===== src/rtl/uart_tx_monitor.sv =====
// rtl/uart_tx_monitor.sv - passive 8N1 receiver that snoops a SoC UART TX line
//
// Purpose: recovers bytes from UART_TXD (8 data bits, no parity, 1 stop bit)
// and presents them on a valid/ready output with framing-error and overrun
// pulses.
//
// Configuration macro: UARTMON_FIFO_EN
//   defined   - output buffer is a first-word-fall-through FIFO of 2**FIFO_AW bytes
//   undefined - output buffer is a single holding register (default)
//
// Parameters:
//   BAUD_DIV - XCLK cycles per UART bit (4..65535)
//   FIFO_AW  - FIFO address width, only meaningful with UARTMON_FIFO_EN
//
// Ports:
//   XCLK     in   sole clock, rising edge
//   XRES     in   synchronous active-high reset
//   UART_TXD in   monitored serial line, idle high
//   DATA     out  byte at head of output buffer (0x00 when empty after reset)
//   VALID    out  DATA holds an unconsumed byte
//   READY    in   consumer takes DATA when VALID && READY at a rising edge
//   FERR     out  one-cycle pulse on framing error
//   OVR      out  one-cycle pulse when a completed byte is dropped
//   BUSY     out  receive FSM is not idle

module uart_tx_monitor #(
    parameter int BAUD_DIV = 868,
    parameter int FIFO_AW  = 4
) (
    input  logic       XCLK,
    input  logic       XRES,
    input  logic       UART_TXD,
    output logic [7:0] DATA,
    output logic       VALID,
    input  logic       READY,
    output logic       FERR,
    output logic       OVR,
    output logic       BUSY
);

    localparam int TW = $clog2(BAUD_DIV);
    localparam logic [TW-1:0] T_LAST = TW'(BAUD_DIV - 1);
    localparam logic [TW-1:0] T_MID  = TW'(BAUD_DIV / 2);

    if (BAUD_DIV < 4 || BAUD_DIV > 65535 || FIFO_AW < 1) begin : g_bad_params
        $error("uart_tx_monitor: illegal parameter value");
    end

    typedef enum logic [2:0] {
        S_IDLE,
        S_START,
        S_DATA,
        S_STOP,
        S_WAITHI
    } state_t;

    state_t          state;
    logic            sync1;
    logic            sync2;
    logic            line_d;
    logic [1:0]      prime;
    logic [TW-1:0]   timer;
    logic [2:0]      bit_cnt;
    logic [7:0]      shreg;

    logic            fall;
    logic            mid;
    logic            push;
    logic            full;
    logic            pop;
    logic            accept;

    // The synchronizer holds its reset value for two cycles after release.
    // Edge detection waits until it carries real line samples and line_d
    // starts at 0, so a line already low at release needs a 1 before a 0.
    assign fall = prime[1] && line_d && !sync2;
    assign mid  = (timer == T_MID);
    assign push = (state == S_STOP) && mid && sync2;
    assign BUSY = (state != S_IDLE);

    always_ff @(posedge XCLK) begin
        if (XRES) begin
            sync1   <= 1'b1;
            sync2   <= 1'b1;
            prime   <= 2'b00;
            line_d  <= 1'b0;
            state   <= S_IDLE;
            timer   <= '0;
            bit_cnt <= 3'd0;
            shreg   <= 8'h00;
            FERR    <= 1'b0;
        end else begin
            sync1 <= UART_TXD;
            sync2 <= sync1;
            prime <= {prime[0], 1'b1};
            if (prime[1]) begin
                line_d <= sync2;
            end
            FERR <= 1'b0;

            if (state == S_IDLE) begin
                timer <= '0;
            end else if (timer == T_LAST) begin
                timer <= '0;
            end else begin
                timer <= timer + 1'b1;
            end

            case (state)
                S_IDLE: begin
                    if (fall) begin
                        state <= S_START;
                    end
                end
                S_START: begin
                    bit_cnt <= 3'd0;
                    if (mid) begin
                        // A line back high at mid start bit was only a glitch.
                        state <= sync2 ? S_IDLE : S_DATA;
                    end
                end
                S_DATA: begin
                    if (mid) begin
                        shreg   <= {sync2, shreg[7:1]};
                        bit_cnt <= bit_cnt + 3'd1;
                        if (bit_cnt == 3'd7) begin
                            state <= S_STOP;
                        end
                    end
                end
                S_STOP: begin
                    if (mid) begin
                        if (sync2) begin
                            state <= S_IDLE;
                        end else begin
                            FERR  <= 1'b1;
                            state <= S_WAITHI;
                        end
                    end
                end
                S_WAITHI: begin
                    // A held-low break must not retrigger; wait for idle level.
                    if (sync2) begin
                        state <= S_IDLE;
                    end
                end
                default: state <= S_IDLE;
            endcase
        end
    end

`ifdef UARTMON_FIFO_EN
    localparam int DEPTH = 2 ** FIFO_AW;

    logic [7:0]       mem [DEPTH];
    logic [FIFO_AW:0] wptr;
    logic [FIFO_AW:0] rptr;
    logic             empty;

    // Extra wrap bit distinguishes full from empty when the indices match.
    assign empty  = (wptr == rptr);
    assign full   = (wptr[FIFO_AW] != rptr[FIFO_AW]) &&
                    (wptr[FIFO_AW-1:0] == rptr[FIFO_AW-1:0]);
    assign pop    = !empty && READY;
    assign accept = push && (!full || pop);
    assign VALID  = !empty;
    assign DATA   = empty ? 8'h00 : mem[rptr[FIFO_AW-1:0]];

    always_ff @(posedge XCLK) begin
        if (accept) begin
            mem[wptr[FIFO_AW-1:0]] <= shreg;
        end
    end

    always_ff @(posedge XCLK) begin
        if (XRES) begin
            wptr <= '0;
            rptr <= '0;
            OVR  <= 1'b0;
        end else begin
            OVR <= push && !accept;
            if (accept) begin
                wptr <= wptr + 1'b1;
            end
            if (pop) begin
                rptr <= rptr + 1'b1;
            end
        end
    end
`else
    logic [7:0] hold;
    logic       hold_v;

    assign full   = hold_v;
    assign pop    = hold_v && READY;
    assign accept = push && (!full || pop);
    assign VALID  = hold_v;
    assign DATA   = hold;

    always_ff @(posedge XCLK) begin
        if (XRES) begin
            hold   <= 8'h00;
            hold_v <= 1'b0;
            OVR    <= 1'b0;
        end else begin
            OVR <= push && !accept;
            if (accept) begin
                hold   <= shreg;
                hold_v <= 1'b1;
            end else if (pop) begin
                hold_v <= 1'b0;
            end
        end
    end
`endif

endmodule


===== config.mk =====
export PLATFORM = sky130hd
export DESIGN_NAME = uart_tx_monitor
export DESIGN_NICKNAME = d
export VERILOG_FILES = /design/src/rtl/uart_tx_monitor.sv
export SDC_FILE = /design/constraint.sdc
export NUM_CORES = 1
export LEC_CHECK = 0
export ABC_AREA = 1
export CAP_MARGIN = 5
export CELL_PAD_IN_SITES_DETAIL_PLACEMENT = 1
export CELL_PAD_IN_SITES_GLOBAL_PLACEMENT = 1
export CORE_MARGIN = 3
export CORE_UTILIZATION = 35
export DETAILED_ROUTE_END_ITERATION = 8
export PLACE_DENSITY = 0.73
export SETUP_SLACK_MARGIN = 0.5
export SLEW_MARGIN = 20
export SYNTH_ARGS = -nofsm -noshare
export SYNTH_HDL_FRONTEND = slang
export SYNTH_SLANG_ARGS = --single-unit

===== constraint.sdc =====
create_clock -name XCLK -period 3.1 [get_ports XCLK]
set_input_delay 0.31 -clock XCLK [delete_from_list [all_inputs] [get_ports XCLK]]
set_output_delay 0.31 -clock XCLK [all_outputs]
set_load 0.02 [all_outputs]

==> run summary, run 1 <==
Status -> completed
Post-cts resize count -> 0
Multi-input gate area -> 738 sq um
Buf/Inv on CP -> 1
Top layer in use -> met4
CTS Buf Count -> 5
Final setup TNS -> 0 ps
Area Growth Syn to Fin -> 16.4%
Cells along the critical path -> nor2_1 > nand2_1 > clkdlybuf4s50_1
R2r worst-path depth -> 9
Reg clk slew, reported paths -> 80 ps
Initial core utilization -> 0.375
DR WL/cell -> 11.1 um
Die Ht -> 75.7 um
CTS H-tree depth -> 2
Cell variety after synth -> 25
Core ar. -> 4530 sq um
I/O pins -> 16
R2R Setup Slk -> 1380 ps
Clock Skew -> 5.93 ps
Critical path data required time -> 2790 ps
Final Util -> 0.437
# clock sinks -> 40
Port bufs -> 15
Final Setup Violations -> 0
Fill cells -> 574
Mapped Nets -> 238
First-pass GRT wire length -> 6030 um
# diodes -> 0
Seq/Total Area, Yosys -> 0.471
PwrDens -> 519 nW/um^2
Final WS setup -> 1190 ps
Simple-gate share of the synthesized area -> 0.291
Most frequent cells in the layout -> nand2_1, nor2_1, dfxtp_1
Cell taking the most area after synthesis -> dfxtp_1
Final cell count without fillers -> 313
Cell count after synthesis -> 230
Number of global-route vias before repair -> 1385
Grt ovf -> 0
Largest family of logic cells by synthesized area -> simple AND/OR/NAND/NOR gates
DRT antenna net count -> 0
Clk_lat worst skew -> 290 ps
Width of the chip -> 75.7 um
Min Tclk post-route -> 1910 ps
M1 WL -> 1730 um
Initial drt markers -> 64
P_leak -> 0.832 nW
Tot GR Track Use -> 0.138
Layout cell share with drive strength beyond 1 -> 0.0685
WHS Endpoint -> sync2$_SDFF_PP1_
Hold Fails Final Rpt -> 0
Number of setup buffers added after CTS -> 0
GPL Wtd Cong -> 0.727
Post-DP HPWL -> 2660 um
Mux contribution to synthesized area -> 0
DR pass1 iterations -> 4
Placed instance count -> 306
CP startpoint kind -> flip-flop
# hold bufs at CTS -> 0
Largest stage delay on the critical path -> 550 ps
Tcrit/Tclk final -> 0.617
Worst r2r dst -> bit_cnt[1]$_SDFFE_PP0P_
Yosys synthesis warning count -> 0
Adder-cell share of the synthesized area -> 0.0294
RSZ-0062 raised after global routing -> false
Hold WC Path Type -> flip-flop to flip-flop
Via count -> 1434
Avg Cell Area, Syn -> 7.39 sq um
CP Capture Type -> output port
Maximum root-to-sink buffer count -> 2
Via/cell ratio -> 4.58
Crit path max-delay cell type -> clkdlybuf4s50_1
CTS tree -> built
Row count -> 24
F_max -> 523 MHz
Maximum vdd drop -> 0.000211 V
Synth Area in Compound Gates -> 0.0927
Post-Synth XOR/XNOR Area -> 0.0206
Synth top area cells -> dfxtp_1, nand2_1, nor2_1, inv_1, a21oi_1
Largest delay contributor family on the critical path -> buffers and inverters
Setup Slack @ Placement -> 1280 ps
Final WL -> 3470 um
Critical path class -> flip-flop to output port
Most common cell after layout, fill and taps aside -> nand2_1
Yosys top cell area share -> 0.471
Slew Viols, Final -> 0
Met3 WL -> 100 um
Register cell area after layout -> 801 sq um
Initial antenna violation count -> 0
Clk root buf -> clkbuf_8
Pin count of the biggest net entering global routing -> 25
Die area -> 5730 sq um
Hold Startpoint -> sync1$_SDFF_PP1_
Routed met2 length -> 1580 um
Netlist Area Pre-Place -> 1700 sq um
Crit Path Max Fanout -> 5
Number of synthesized register bits -> 40
Max Cap Violations -> 0
Reg2Reg Launch Point -> timer[0]$_SDFF_PP0_
Worst-Margin Slew -> 772 ps
Worst Hold Depth -> 1
Final Net Count -> 256
Remaining DRCs -> 0
Worst EP arrival -> 1600 ps
Slew margin rel. -> 0.483
==> layer usage <==
| metal | GRT usage | up-vias |
|---|---|---|
| li1 | - | 748 |
| met1 | 0.184 | 660 |
| met2 | 0.214 | 19 |
| met3 | 0.0343 | 7 |
| met4 | 0.0524 | 0 |
| met5 | 0 | - |
==> final cells by class <==
| type | instances | area share |
|---|---|---|
| Multi-Input combinational cell | 152 | 0.373 |
| Tap cell | 65 | 0.0411 |
| Inverter | 34 | 0.0645 |
| Clock inverter | 2 | 0.00632 |
| Sequential cell | 40 | 0.405 |
| Clock buffer | 5 | 0.0348 |
| Timing Repair Buffer | 15 | 0.0759 |
==> cell families after synthesis <==
logic type / Yosys count
XOR/XNOR: 4
AND/OR/NAND/NOR: 114
adder cells (fa/ha/maj): 4
flip-flops: 40
buffers and inverters: 38
AO/OA/AOI/OAI: 30
==> stage by stage <==
step / hold WS (ps) / area [sq um] / total power [W]
3_3_place_gp: 392 / 1900 / 0.000706
4_1_cts: 426 / 1980 / 0.00104
3_5_place_dp: 408 / 1900 / 0.000713
6_report: 420 / 1980 / 0.00103
2_1_floorplan: 379 / 1700 / 0.000667
5_1_grt: 442 / 1980 / 0.00109
==> worst max-delay path by stage <==
stage,from,end,slack (ps),cells after the start
after floorplan,timer[0]$_SDFF_PP0_,shreg[0]$_SDFFE_PP0P_,1780,8
after detailed placement,XRES,shreg[7]$_SDFFE_PP0P_,1280,4
final,state[1]$_SDFFE_PP0P_,BUSY,1190,3
after global placement,XRES,shreg[7]$_SDFFE_PP0P_,1320,4
after CTS,state[1]$_SDFFE_PP0P_,BUSY,1180,3
after global routing,state[1]$_SDFFE_PP0P_,BUSY,1090,3
==> worst register-to-register path, cell delays in order (launching register included) <==
cell and delay (ps):
dfxtp_1 340, inv_1 60, ha_1 180, nand3_1 90, nor2_1 150, nand3_2 280
nand2_1 240, inv_1 70, a21oi_1 140, nor2_1 50
==> flip-flops by register name (all words and copies together), names as in the netlist <==
signal and cells:
bit_cnt 3, DATA 8, sync2 1, line_d 1
sync1 1, prime 2, state 3, OVR 1
shreg 8, timer 10, FERR 1, VALID 1
==> cells in the mapped netlist, drive strengths merged <==
library cell  count
buf               2
ha                4
dfxtp            40
nor3              4
xnor2             1
a21oi            17
nand2            46
and3              1
nand3            15
o31ai             1
nor2             45
inv              34
o21ai            12
clkbuf            2
or2               2
nand4             1
xor2              3
==> power breakdown <==
part / switching, W / total, W / internal [W]
Clock: 0.000178 / 0.000330 / 0.000152
Sequential: 0.0000210 / 0.000561 / 0.000540
Combinational: 0.0000886 / 0.000137 / 0.0000486
Total: 0.000288 / 0.00103 / 0.000741
Power figures use the tool's default switching activity.
==> run 2, diff against run 1 <==
==> constraint.sdc (replaced) <==
create_clock -name XCLK -period 1.8 [get_ports XCLK]
set_input_delay 0.18 -clock XCLK [delete_from_list [all_inputs] [get_ports XCLK]]
set_output_delay 0.18 -clock XCLK [all_outputs]
set_load 0.02 [all_outputs]
==> run 2 against run 1 <==
Routed wire length grew 17%. Critical endpoint is now bit_cnt[2]$_SDFFE_PP0P_. Critical path depth grew 6. Cell count rose by 4.2%. Critical path type is now flip-flop to flip-flop. Largest cell class is now multi-input combinational cells. Highest routed layer unchanged.
==> run summary, run 2 (synthesis gave the netlist of run 1 again) <==
Status -> completed
P_leak -> 0.961 nW (+15%)
Most frequent cells in the layout -> nand2_1, nor2_1, dfxtp_1, inv_1, a21oi_1
Crit path max-delay cell type -> dfxtp_2
CTS H-tree depth -> 2 (unchanged)
Port bufs -> 15 (unchanged)
Post-route design area -> 2290 sq um (+15%)
DRT antenna net count -> 0 (unchanged)
Dpl cell area -> 1930 sq um (+1.8%)
Tcrit/Tclk final -> 0.765
Width of the chip -> 75.7 um (unchanged)
Pin count of the biggest net entering global routing -> 17 (-32%)
Setup Slack @ Placement -> 180 ps (-1100 ps)
Most common cell after layout, fill and taps aside -> nand2_1
Combinational Power Share -> 0.152 (+0.019)
Critical path data required time -> 1980 ps (-810 ps)
Die Ht -> 75.7 um (unchanged)
Via count -> 1504 (+4.9%)
R2R Setup Slk -> 420 ps (-960 ps)
Sw frac -> 0.261 (-0.0186)
Hold Startpoint -> sync1$_SDFF_PP1_
Final setup TNS -> 0 ps (unchanged)
Initial core utilization -> 0.375 (unchanged)
F_max -> 726 MHz
Clock Skew -> 7.79 ps (+1.86 ps)
CP startpoint -> timer[0]$_SDFF_PP0_
Worst hold margin -> 410 ps (-10.7 ps)
DR WL/cell -> 12.4 um (+12%)
Initial antenna violation count -> 0 (unchanged)
Final WS setup -> 423 ps (-766 ps)
CP startpoint kind -> flip-flop
Largest delay contributor family on the critical path -> simple AND/OR/NAND/NOR gates
Post-DP HPWL -> 2650 um (-0.52%)
Number of global-route vias before repair -> 1459 (+5.3%)
Tot GR Track Use -> 0.158 (+0.0201)
Final Setup Violations -> 0 (unchanged)
CTS Buf Count -> 5 (unchanged)
Remaining DRCs -> 0 (unchanged)
Hold WC Path Type -> flip-flop to flip-flop
Cells along the critical path -> inv_2 > ha_4 > nand3_2 > nor2_4 > nand3_4 > nand2_4 > inv_1 > a21oi_1 > nor2_1
Final WL -> 4050 um (+17%)
WHS Endpoint -> sync2$_SDFF_PP1_
Sequential Power Share -> 0.467 (-0.078)
CTS tree -> built
Max Cap Violations -> 0 (unchanged)
Via/cell ratio -> 4.61 (+0.70%)
Die area -> 5730 sq um (unchanged)
Maximum vdd drop -> 0.000504 V (+140%)
Grt ovf -> 0 (unchanged)
# clock sinks -> 40 (unchanged)
Max FFs per register -> 10 (unchanged)
Reg2Reg Launch Point -> timer[0]$_SDFF_PP0_
Clk_lat worst skew -> 290 ps (about the same)
Buf/Inv on CP -> 2 (+1)
Crit Path Max Fanout -> 4 (-1)
# hold bufs at CTS -> 0 (unchanged)
I/O pins -> 16 (unchanged)
Layout cell share with drive strength beyond 1 -> 0.284 (+0.215)
Worst EP arrival -> 1560 ps (-40 ps)
Most flop-heavy register -> timer
Clock power frac -> 0.380 (+0.059)
Final Net Count -> 268 (+4.7%)
Clk root buf -> clkbuf_8
Maximum root-to-sink buffer count -> 2 (unchanged)
Critical path class -> flip-flop to flip-flop
CP Capture Type -> flip-flop
Cell-internal power -> 0.00155 W (+110%)
Row count -> 24 (unchanged)
GPL Wtd Cong -> 0.826 (+14%)
Core ar. -> 4530 sq um (unchanged)
First-pass GRT wire length -> 6740 um (+12%)
Hold Fails Final Rpt -> 0 (unchanged)
Pwr Total -> 0.00209 W (+100%)
Largest stage delay on the critical path -> 340 ps (-210 ps)
# diodes -> 0 (unchanged)
Area Growth Syn to Fin -> 34.4%
Worst r2r dst -> bit_cnt[2]$_SDFFE_PP0P_
Reg clk slew, reported paths -> 70 ps (about the same)
PwrDens -> 915 nW/um^2 (+76%)
Slew Viols, Final -> 0 (unchanged)
DR pass1 iterations -> 4 (unchanged)
Worst-Margin Slew -> 443 ps (-329 ps)
Min Tclk post-route -> 1380 ps
Worst Hold Depth -> 1 (unchanged)
RSZ-0062 raised after global routing -> true
Slew margin rel. -> 0.705 (+0.222)
Sw power -> 0.000546 W (+90%)
R2r worst-path depth -> 9 (unchanged)
Initial drt markers -> 82 (+28%)
==> run 2: cell types whose count changed in the layout (fill, tap and decap cells not counted), sizes merged <==
cell / previous run / this run
nand3: 15 / 16
buf: 0 / 11
dlygate4sd2: 0 / 11
clkbuf: 5 / 8
clkinv: 1 / 0
clkinvlp: 1 / 0
clkdlybuf4s50: 15 / 3
bufinv: 0 / 1
==> run 2: stage by stage <==
step	std cells	util
global placement	309	0.426
floorplan	230	-
finish	326	0.504
CTS	324	0.481
global route	326	0.504
detailed placement	309	0.426
==> run 2: layer usage <==
layer / up-vias / wire, um / global-route usage
met1: 701 / 2040 / 0.226
li1: 778 / - / -
met3: 6 / 129 / 0.0409
met4: 0 / 58 / 0.0524
met5: - / 0 / 0
met2: 19 / 1830 / 0.230
==> run 2: power groups by stage <==
stage          combinational (W)  clock (W)  sequential (W)
2_1_floorplan           0.000178          0        0.000976
3_3_place_gp            0.000245          0        0.000983
3_5_place_dp            0.000253          0        0.000983
4_1_cts                 0.000298   0.000823        0.000974
5_1_grt                 0.000362   0.000853        0.000983
6_report                0.000318   0.000796        0.000978
==> run 2: worst register-to-register path, delay by kind of cell, from the launching register on <==
kind | cells | cell delay (ps)
fa+ha+maj | 1 | 140
flops | 1 | 340
simple gates | 5 | 530
compound gates | 1 | 140
buf+inv | 2 | 110
==> run 2: how the worst max path moves through the flow <==
stage	end	slack, ps	depth (start not counted)
after global routing	bit_cnt[2]$_SDFFE_PP0P_	340	9
final	bit_cnt[2]$_SDFFE_PP0P_	420	9
after global placement	bit_cnt[1]$_SDFFE_PP0P_	240	9
after floorplan	shreg[0]$_SDFFE_PP0P_	500	8
after detailed placement	bit_cnt[2]$_SDFFE_PP0P_	180	9
after CTS	BUSY	380	3
==> run 2: area by class of cell <==
cell class	count	area [sq um]
inverters	34	130
clock buffers	7	96.3
well taps	65	81.3
multi-input cells	153	906
flip-flops and latches	40	820
fillers	556	2250
clock inverters	1	30.0
repair buffers	26	223
==> run 2: timing repair <==
action	4_1_cts	5_1_grt
endpoints found under the setup margin	44	34
cloned	2	0
pin swaps	6	10
gates resized for setup	47	34
setup buffers	5	2
